File: src/rtl/dmem_responder_pkg.sv
// rtl/dmem_responder_pkg.sv - shared states, defaults and address check for the data-memory responder
package dmem_responder_pkg;

    localparam int DEPTH_WORDS_DEFAULT = 64;
    localparam int WAIT_CYCLES_DEFAULT = 2;
    localparam int CNT_W               = 4;

    typedef enum logic [1:0] {
        ST_IDLE = 2'd0,
        ST_BUSY = 2'd1,
        ST_RESP = 2'd2
    } state_t;

    // Misaligned or beyond the end of the word array.
    function automatic logic addr_is_bad(input logic [31:0] addr, input int unsigned depth_words);
        return (addr[1:0] != 2'b00) || (addr >= 32'(4 * depth_words));
    endfunction

endpackage

File: src/rtl/dmem_responder_if.sv
// rtl/dmem_responder_if.sv - CPU request/response bus for the data-memory responder
interface dmem_responder_if;

    logic        req_valid;
    logic        req_ready;
    logic        req_we;
    logic [31:0] req_addr;
    logic [31:0] req_wdata;
    logic [3:0]  req_be;
    logic        resp_valid;
    logic [31:0] resp_rdata;
    logic        resp_err;

    modport master (
        output req_valid, req_we, req_addr, req_wdata, req_be,
        input  req_ready, resp_valid, resp_rdata, resp_err
    );

    modport slave (
        input  req_valid, req_we, req_addr, req_wdata, req_be,
        output req_ready, resp_valid, resp_rdata, resp_err
    );

endinterface

File: src/rtl/dmem_array.sv
// rtl/dmem_array.sv - word RAM with byte-enabled write, reset clear, access and debug read ports
module dmem_array #(
    parameter int DEPTH_WORDS = 64
) (
    input  logic                           clk,
    input  logic                           reset,
    input  logic                           we,
    input  logic [3:0]                     be,
    input  logic [$clog2(DEPTH_WORDS)-1:0] addr,
    input  logic [31:0]                    wdata,
    output logic [31:0]                    rdata,
    input  logic [$clog2(DEPTH_WORDS)-1:0] dbg_addr,
    output logic [31:0]                    dbg_data
);

    logic [31:0] mem [DEPTH_WORDS];

    always_ff @(posedge clk) begin
        if (reset) begin
            for (int i = 0; i < DEPTH_WORDS; i++) begin
                mem[i] <= 32'h0;
            end
        end else if (we) begin
            for (int b = 0; b < 4; b++) begin
                if (be[b]) begin
                    mem[addr][8*b +: 8] <= wdata[8*b +: 8];
                end
            end
        end
    end

    assign rdata    = mem[addr];
    assign dbg_data = mem[dbg_addr];

endmodule

File: src/rtl/dmem_responder.sv
// rtl/dmem_responder.sv - wait-state data-memory responder: accept, count down, access, one-cycle response
module dmem_responder
    import dmem_responder_pkg::*;
#(
    parameter int DEPTH_WORDS = DEPTH_WORDS_DEFAULT,
    parameter int WAIT_CYCLES = WAIT_CYCLES_DEFAULT
) (
    input  logic                           clk,
    input  logic                           reset,
    dmem_responder_if.slave                bus,
    input  logic [$clog2(DEPTH_WORDS)-1:0] dbg_addr,
    output logic [31:0]                    dbg_data
);

    localparam int AW = $clog2(DEPTH_WORDS);

    state_t             state;
    logic [CNT_W-1:0]   cnt;
    logic               lat_we;
    logic [31:0]        lat_addr;
    logic [31:0]        lat_wdata;
    logic [3:0]         lat_be;
    logic               resp_valid_q;
    logic [31:0]        resp_rdata_q;
    logic               resp_err_q;

    logic               access;
    logic               acc_err;
    logic               arr_we;
    logic [31:0]        arr_rdata;

    assign access  = (state == ST_BUSY) && (cnt == '0);
    assign acc_err = addr_is_bad(lat_addr, DEPTH_WORDS);
    assign arr_we  = access && lat_we && !acc_err;

    dmem_array #(
        .DEPTH_WORDS (DEPTH_WORDS)
    ) u_array (
        .clk      (clk),
        .reset    (reset),
        .we       (arr_we),
        .be       (lat_be),
        .addr     (lat_addr[2 +: AW]),
        .wdata    (lat_wdata),
        .rdata    (arr_rdata),
        .dbg_addr (dbg_addr),
        .dbg_data (dbg_data)
    );

    always_ff @(posedge clk) begin
        if (reset) begin
            state        <= ST_IDLE;
            cnt          <= '0;
            lat_we       <= 1'b0;
            lat_addr     <= 32'h0;
            lat_wdata    <= 32'h0;
            lat_be       <= 4'h0;
            resp_valid_q <= 1'b0;
            resp_rdata_q <= 32'h0;
            resp_err_q   <= 1'b0;
        end else begin
            case (state)
                ST_IDLE: begin
                    if (bus.req_valid) begin
                        lat_we    <= bus.req_we;
                        lat_addr  <= bus.req_addr;
                        lat_wdata <= bus.req_wdata;
                        lat_be    <= bus.req_be;
                        cnt       <= CNT_W'(WAIT_CYCLES);
                        state     <= ST_BUSY;
                    end
                end
                ST_BUSY: begin
                    if (cnt != '0) begin
                        cnt <= cnt - 1'b1;
                    end else begin
                        // Stores and rejected accesses both answer with zero data.
                        resp_valid_q <= 1'b1;
                        resp_err_q   <= acc_err;
                        resp_rdata_q <= (lat_we || acc_err) ? 32'h0 : arr_rdata;
                        state        <= ST_RESP;
                    end
                end
                ST_RESP: begin
                    resp_valid_q <= 1'b0;
                    resp_rdata_q <= 32'h0;
                    resp_err_q   <= 1'b0;
                    state        <= ST_IDLE;
                end
                default: begin
                    state <= ST_IDLE;
                end
            endcase
        end
    end

    assign bus.req_ready  = (state == ST_IDLE);
    assign bus.resp_valid = resp_valid_q;
    assign bus.resp_rdata = resp_rdata_q;
    assign bus.resp_err   = resp_err_q;

endmodule

File: src/flat_wrapper.sv
// flat-port wrapper written by rule: the top's interface ports become plain ports
module dmem_responder_flat import dmem_responder_pkg::*;
#(
    parameter int DEPTH_WORDS = DEPTH_WORDS_DEFAULT,
    parameter int WAIT_CYCLES = WAIT_CYCLES_DEFAULT
)
  (clk, reset, dbg_addr, dbg_data, bus_req_valid, bus_req_we, bus_req_addr, bus_req_wdata, bus_req_be, bus_req_ready, bus_resp_valid, bus_resp_rdata, bus_resp_err);
  dmem_responder_if bus_i ();
  input  logic clk;
  input  logic reset;
  input  logic [$clog2(DEPTH_WORDS)-1:0] dbg_addr;
  output logic [31:0] dbg_data;
  input wire logic [$bits(bus_i.req_valid)-1:0] bus_req_valid;
  input wire logic [$bits(bus_i.req_we)-1:0] bus_req_we;
  input wire logic [$bits(bus_i.req_addr)-1:0] bus_req_addr;
  input wire logic [$bits(bus_i.req_wdata)-1:0] bus_req_wdata;
  input wire logic [$bits(bus_i.req_be)-1:0] bus_req_be;
  output wire logic [$bits(bus_i.req_ready)-1:0] bus_req_ready;
  output wire logic [$bits(bus_i.resp_valid)-1:0] bus_resp_valid;
  output wire logic [$bits(bus_i.resp_rdata)-1:0] bus_resp_rdata;
  output wire logic [$bits(bus_i.resp_err)-1:0] bus_resp_err;
  assign bus_i.req_valid = bus_req_valid;
  assign bus_i.req_we = bus_req_we;
  assign bus_i.req_addr = bus_req_addr;
  assign bus_i.req_wdata = bus_req_wdata;
  assign bus_i.req_be = bus_req_be;
  assign bus_req_ready = bus_i.req_ready;
  assign bus_resp_valid = bus_i.resp_valid;
  assign bus_resp_rdata = bus_i.resp_rdata;
  assign bus_resp_err = bus_i.resp_err;
  dmem_responder #(.DEPTH_WORDS(DEPTH_WORDS), .WAIT_CYCLES(WAIT_CYCLES)) u_core (.clk(clk), .reset(reset), .bus(bus_i), .dbg_addr(dbg_addr), .dbg_data(dbg_data));
endmodule
File: config.mk
export PLATFORM = sky130hd
export DESIGN_NAME = dmem_responder_flat
export DESIGN_NICKNAME = d
export VERILOG_FILES = /design/src/rtl/dmem_responder_pkg.sv /design/src/rtl/dmem_responder_if.sv /design/src/rtl/dmem_array.sv /design/src/rtl/dmem_responder.sv /design/src/flat_wrapper.sv
export SDC_FILE = /design/constraint.sdc
export NUM_CORES = 2
export LEC_CHECK = 0
export CORE_MARGIN = 5
export CORE_UTILIZATION = 35
export DETAILED_ROUTE_END_ITERATION = 10
export PLACE_DENSITY = 0.6
export SYNTH_ARGS = -nofsm -noshare
export SYNTH_HDL_FRONTEND = slang
export SYNTH_SLANG_ARGS = --single-unit
File: constraint.sdc
create_clock -name clk -period 4.9 [get_ports clk]
set_input_delay 0.98 -clock clk [delete_from_list [all_inputs] [get_ports clk]]
set_output_delay 0.98 -clock clk [all_outputs]
set_load 0.02 [all_outputs]
**Word-level counts from Yosys, hierarchy flattened**

Memory sizes are Yosys's and may differ from the RTL's. A register that Yosys moved wholly into a read port is not among the register bits.
Cells that the tools add are included.

- Flip-flop bits (word level): 109
- Latch bits: 0
- Bits in writable memories: 2048
- ROM bits: 0
- Bits of input ports: 78
- Output and inout bits: 67
- Logic and storage cells: 70
- Memories: 1

- $add $sub $neg: 1
- Multiply operators: 0
- Divide/modulo/power cells: 0
- Magnitude comparators: 1
- Equality and inequality tests: 5
- Shifts and indexed selects: 0
- Multiplexer cells: 36
- Bitwise gates (word level): 0
- Reduce and logical (&&, ||, !) cells: 17

Memory list:

| name | words | bits a word | rd ports | clocked after memory_dff | wr ports | RTL line | source |
|---|---|---|---|---|---|---|---|
| u_core.u_array.mem | 64 | 32 | 2 | 1 | 64 | dmem_array.sv:16 | `logic [31:0] mem [DEPTH_WORDS];` |

Operators with widths:

| operator | number |
|---|---|
| two-way mux 32 bit | 3 |
| case mux 32 bit (2 select lines) | 1 |
| >= comparator 32 x 9 -> 1 bit, second input constant | 1 |
| OR reduction 32 bit | 1 |
| two-way mux 1 bit | 20 |
| two-way mux 6 bit | 3 |
| two-way mux 4 bit | 3 |
| case mux 4 bit (2 select lines) | 1 |
| != test 2 bit, second input constant | 3 |
| AND reduction 2 bit | 3 |
| nonzero test 2 bit | 3 |
| logical NOT 4 bit | 1 |
| two-way mux 2 bit | 2 |
| case mux 1 bit (2 select lines) | 2 |
| case mux 2 bit (2 select lines) | 1 |
| nonzero test 4 bit | 1 |
| subtractor 4 x 1 -> 4 bit, second input constant | 1 |
| logical AND 1 bit | 3 |
| AND reduction 3 bit | 1 |
| == test 2 x 1 -> 1 bit, second input constant | 1 |
| == test 2 bit, second input constant | 1 |
| logical NOT 2 bit | 1 |
| logical OR 1 bit | 2 |
| logical NOT 1 bit | 1 |

**Depth between registers and ports, before layout**

- Depth in word-level cells: 9
- Mapped depth: 12
- Mapped depth without buffers: 8

**Modules after synthesis**

Synthesis repeated with hierarchy kept, for this count alone.

- Cell total of the unflattened synthesis: 8326
- Area, all modules: 114448.5 um^2

Modules (own cells, without submodules):

| module | times used | cells an instance | area each (um^2) | sequential area each (um^2) |
|---|---|---|---|---|
| dmem_array | 1 | 7903 | 110642.4 | 61499.0 |
| dmem_responder | 1 | 423 | 3806.2 | 2182.1 |

**Least setup slack after synthesis**

OpenSTA, ideal clock, no wires.

- Kind: in2out
- Start point: in dbg_addr[0]
- End point: out dbg_data[12]
- Data arrival time: 3.211 ns
- Required time: 3.920 ns
- Slack: 0.709 ns
- Cell stages on the path: 5
- Path buffers: 2
- Path through: buf_2 -> buf_1 -> mux4_2 -> mux4_2 -> mux4_2

- Cells in the longest elaborated chain, start to end: 1

Ends and longest elaborated chain:

| element | RTL line | source |
|---|---|---|
| from (decl) | flat_wrapper.sv:11 | `input logic [$clog2(DEPTH_WORDS)-1:0] dbg_addr;` |
| memory read (64 x 32 bit) | n/a |  |
| to (decl) | flat_wrapper.sv:12 | `output logic [31:0] dbg_data;` |

Every way passes these cells.

**Worst setup path after layout**

- Start point: in dbg_addr[1]
- End point: out dbg_data[30]

The elaborated chain is that of the path after synthesis.

==> results.md <==
- CP required: 3.92 ns
- Largest net degree at the start of global routing: 193
- RSZ-0062 raised after global routing: false
- Final worst-path cycle share: 99.88%
- Post-synth top flop: edfxtp_1
- Post-synthesis compound-gate area fraction: 4.620%
- Final Util: 40.58%
- Clk pin slew, worst setup/hold paths: 0.06 ns
- CP Cell Sequence: buf_8 > mux4_2 > a211oi_1 > a211oi_1 > buf_4 > a211oi_2 > buf_4 > a21oi_1 > buf_4
- R2r setup slk: 1.10 ns
- Vias/cell: 6.201
- Worst Setup Start Kind: input pin
- Total GRT Usage: 24.94%
- Most frequent cell after synthesis: nor2_1
- Total Wirelength: 414.2 mm
- Worst Path Arrival: 3.91 ns
- Final Max Tran Viols: 0
- Synth Area in Simple Gates: 9.334%
- Count of unique library cells instantiated by Yosys: 52
- Area after DPL: 119300 sq um
- Crit Path Max Fanout: 27
- Top-area cell type share of the netlist area: 55.92%
- Share of cells above drive strength 1: 28.04%
- Post-Syn Nets: 7835
- Die area: 325500 sq um
- Vert. Die Dim: 570.5 microns
- Die W: 570.5 microns
- Skew final: 0.04871 ns
- Clk sinks: 2163
- Final setup viols: 0
- Initial core utilization: 35.20%
- Final WS setup: 0.006052 ns
- Sequential area share after synthesis: 58.02%
- # rows: 205
- CP bufs+invs: 4
- H-Tree Level Count: 4
- XOR/XNOR share of the synthesized area: 0.01593%
- Non-Filler Instances: 12298
- Design Power: 44.33 mW
- Detailed Routing Iterations Pass 1: 6
- Inserted Clock Buffers: 222
- Critical Path Most Common Cell: buf_4
- Portion of netlist area occupied by mux cells: 24.62%
- Power Dens Cells: 349.7 nW/um^2
- Drt drc: 0
- Post-DP HPWL: 283.4 mm
- First-pass GRT wire length: 582.5 mm
- Setup TNS: 0 ns
- Slowest CP cell: a211oi_1
- ANT nets after route: 0
- Final min period: 4.894 ns
- Hold_buf cts: 0
- Drt first-iter violations: 11826
- FILL cells: 28538
- Pre-CTS setup slack: -0.1377 ns
- Post-synth ARST share: 0%
- DR vias: 76262
- Post-synth top cells: nor2_1 (2084), edfxtp_1 (2048), mux4_2 (1085)
- DR WL/cell: 33.68 microns
- CTS root buf: clkbuf_16
- Overflow left after global routing: 0
- Synth area leader: edfxtp_1
- Initial antenna violation count: 12
- EDFF count, synth: 2048
- Cell leakage power: 40.57 nW
- Area growth syn-to-layout: 15.27%
- Largest stage delay on the critical path: 0.61 ns
- Worst skew pair latency: 0.91 ns
- Maximum VDD drop: 0.3326 mV
- Ys Warns: 0
- Ranking of synthesized cells by area: edfxtp_1 (56%), mux4_2 (22%), nor2_1 (7.1%)
- Vias in the first global route: 75499
- Post-route cell area: 126800 sq um
- CTS tree: built
- Max Root-Sink Buffers: 4
- Flops & latches, synth: 2163
- Crit path kind: in -> out
- Post-Place Cells: 11890
- Status: finished clean
- Critical path endpoint category: output pin
- Worst slew margin: 7.538%
- IO buf count: 144
- Max Freq: 204.3 MHz
- Worst-margin pin slew: 1.381 ns
- Largest delay share family, worst path: compound AO/OA/AOI/OAI gates
- Syn_area_per_cell: 14.18 sq um
- Core Region: 312400 sq um
- GP Congestion: 0.9414
- Mapped Area: 110000 sq um
- Worst Hold Class: in -> reg
- Io pins: 145
- Share of synthesized cell area in full adder, half adder and majority cells: 0.02276%
- Total setup buffers inserted after CTS: 0
- WHS: 0.4117 ns
- Max-cap violations: 0
- Syn Inst Count: 7755
- Combinational family with the most area after synthesis: multiplexers
- Fin. Hold Viols: 0
- Net count reported at finish: 8054
-- timing repair --
item                       4_1_cts  5_1_grt
gates resized for setup          8        4
hold endpoints to repair         0        0
setup endpoints to repair        6        4
pin swaps                        0        1
-- registers in the layout (all words and copies together) (netlist names), named ones only --
name / count
u_core.bus.resp_err: 1
u_core.bus.resp_rdata: 32
u_core.bus.resp_valid: 1
u_core.cnt: 4
u_core.lat_addr: 32
u_core.lat_be: 4
u_core.lat_wdata: 32
u_core.lat_we: 1
u_core.state: 2
u_core.u_array.mem: 2048
-- where the power goes --
group	total, mW	internal [mW]	switching [mW]
combinational	5.36	2.24	3.12
clock	17.7	10.2	7.54
sequential	21.3	20.8	0.476
-- placed cells by master (no fill, tap or decap), drive strengths merged, types with 50 or more instances in the layout --
cell type | netlist | final
o21bai | 257 | 257
dfxtp | 115 | 115
clkdlybuf4s50 | 0 | 117
o21ai | 88 | 88
a221oi | 50 | 50
nor2 | 2084 | 2084
clkbuf | 553 | 266
nand2 | 407 | 407
buf | 297 | 726
edfxtp | 2048 | 2048
a21oi | 136 | 136
mux4 | 1085 | 1085
clkinv | 1 | 86
mux2i | 259 | 259
-- worst paths after layout --
kind | cells past startpoint | endpoint | start
setup reg to reg | 5 | u_core.bus.resp_rdata[22] | flop
setup / recovery | 9 | dbg_data[30] | dbg_addr[1]
hold / removal | 2 | u_core.lat_wdata[20] | reset
hold reg to reg | 2 | u_core.bus.resp_rdata[30] | u_core.bus.resp_rdata[30]
-- routing by layer --
metal	track usage (%)	routed length (microns)	vias up
li1	-	-	29971
met1	31.46	144300	39434
met2	39.65	193000	5716
met3	5.904	49090	1131
met4	14.01	27840	10
met5	0	50	-
-- final cells by class --
cell class	count	area [sq um]	area share, %
flip-flops and latches	2163	63820	50.34
multi-input cells	4734	42830	33.78
repair buffers	845	7532	5.942
clock buffers	266	5847	4.612
well taps	4140	5180	4.086
clock inverters	134	1503	1.185
inverters	8	38.79	0.03060
diodes	8	20.02	0.01579
-- kinds of logic (layout without fill, tap and decap cells) --
| kind of cell | Yosys count | in the layout |
|---|---|---|
| AOI/OAI and AO/OA | 737 | 737 |
| xor gates and xnor gates | 2 | 2 |
| adders and majority gates | 2 | 2 |
| buffers and inverters | 858 | 1253 |
| DFF | 2163 | 2163 |
| muxes | 1348 | 1348 |
| other | 0 | 8 |
| and+or+nand+nor | 2645 | 2645 |
Note: power is estimated with default switching activity, not from simulation.
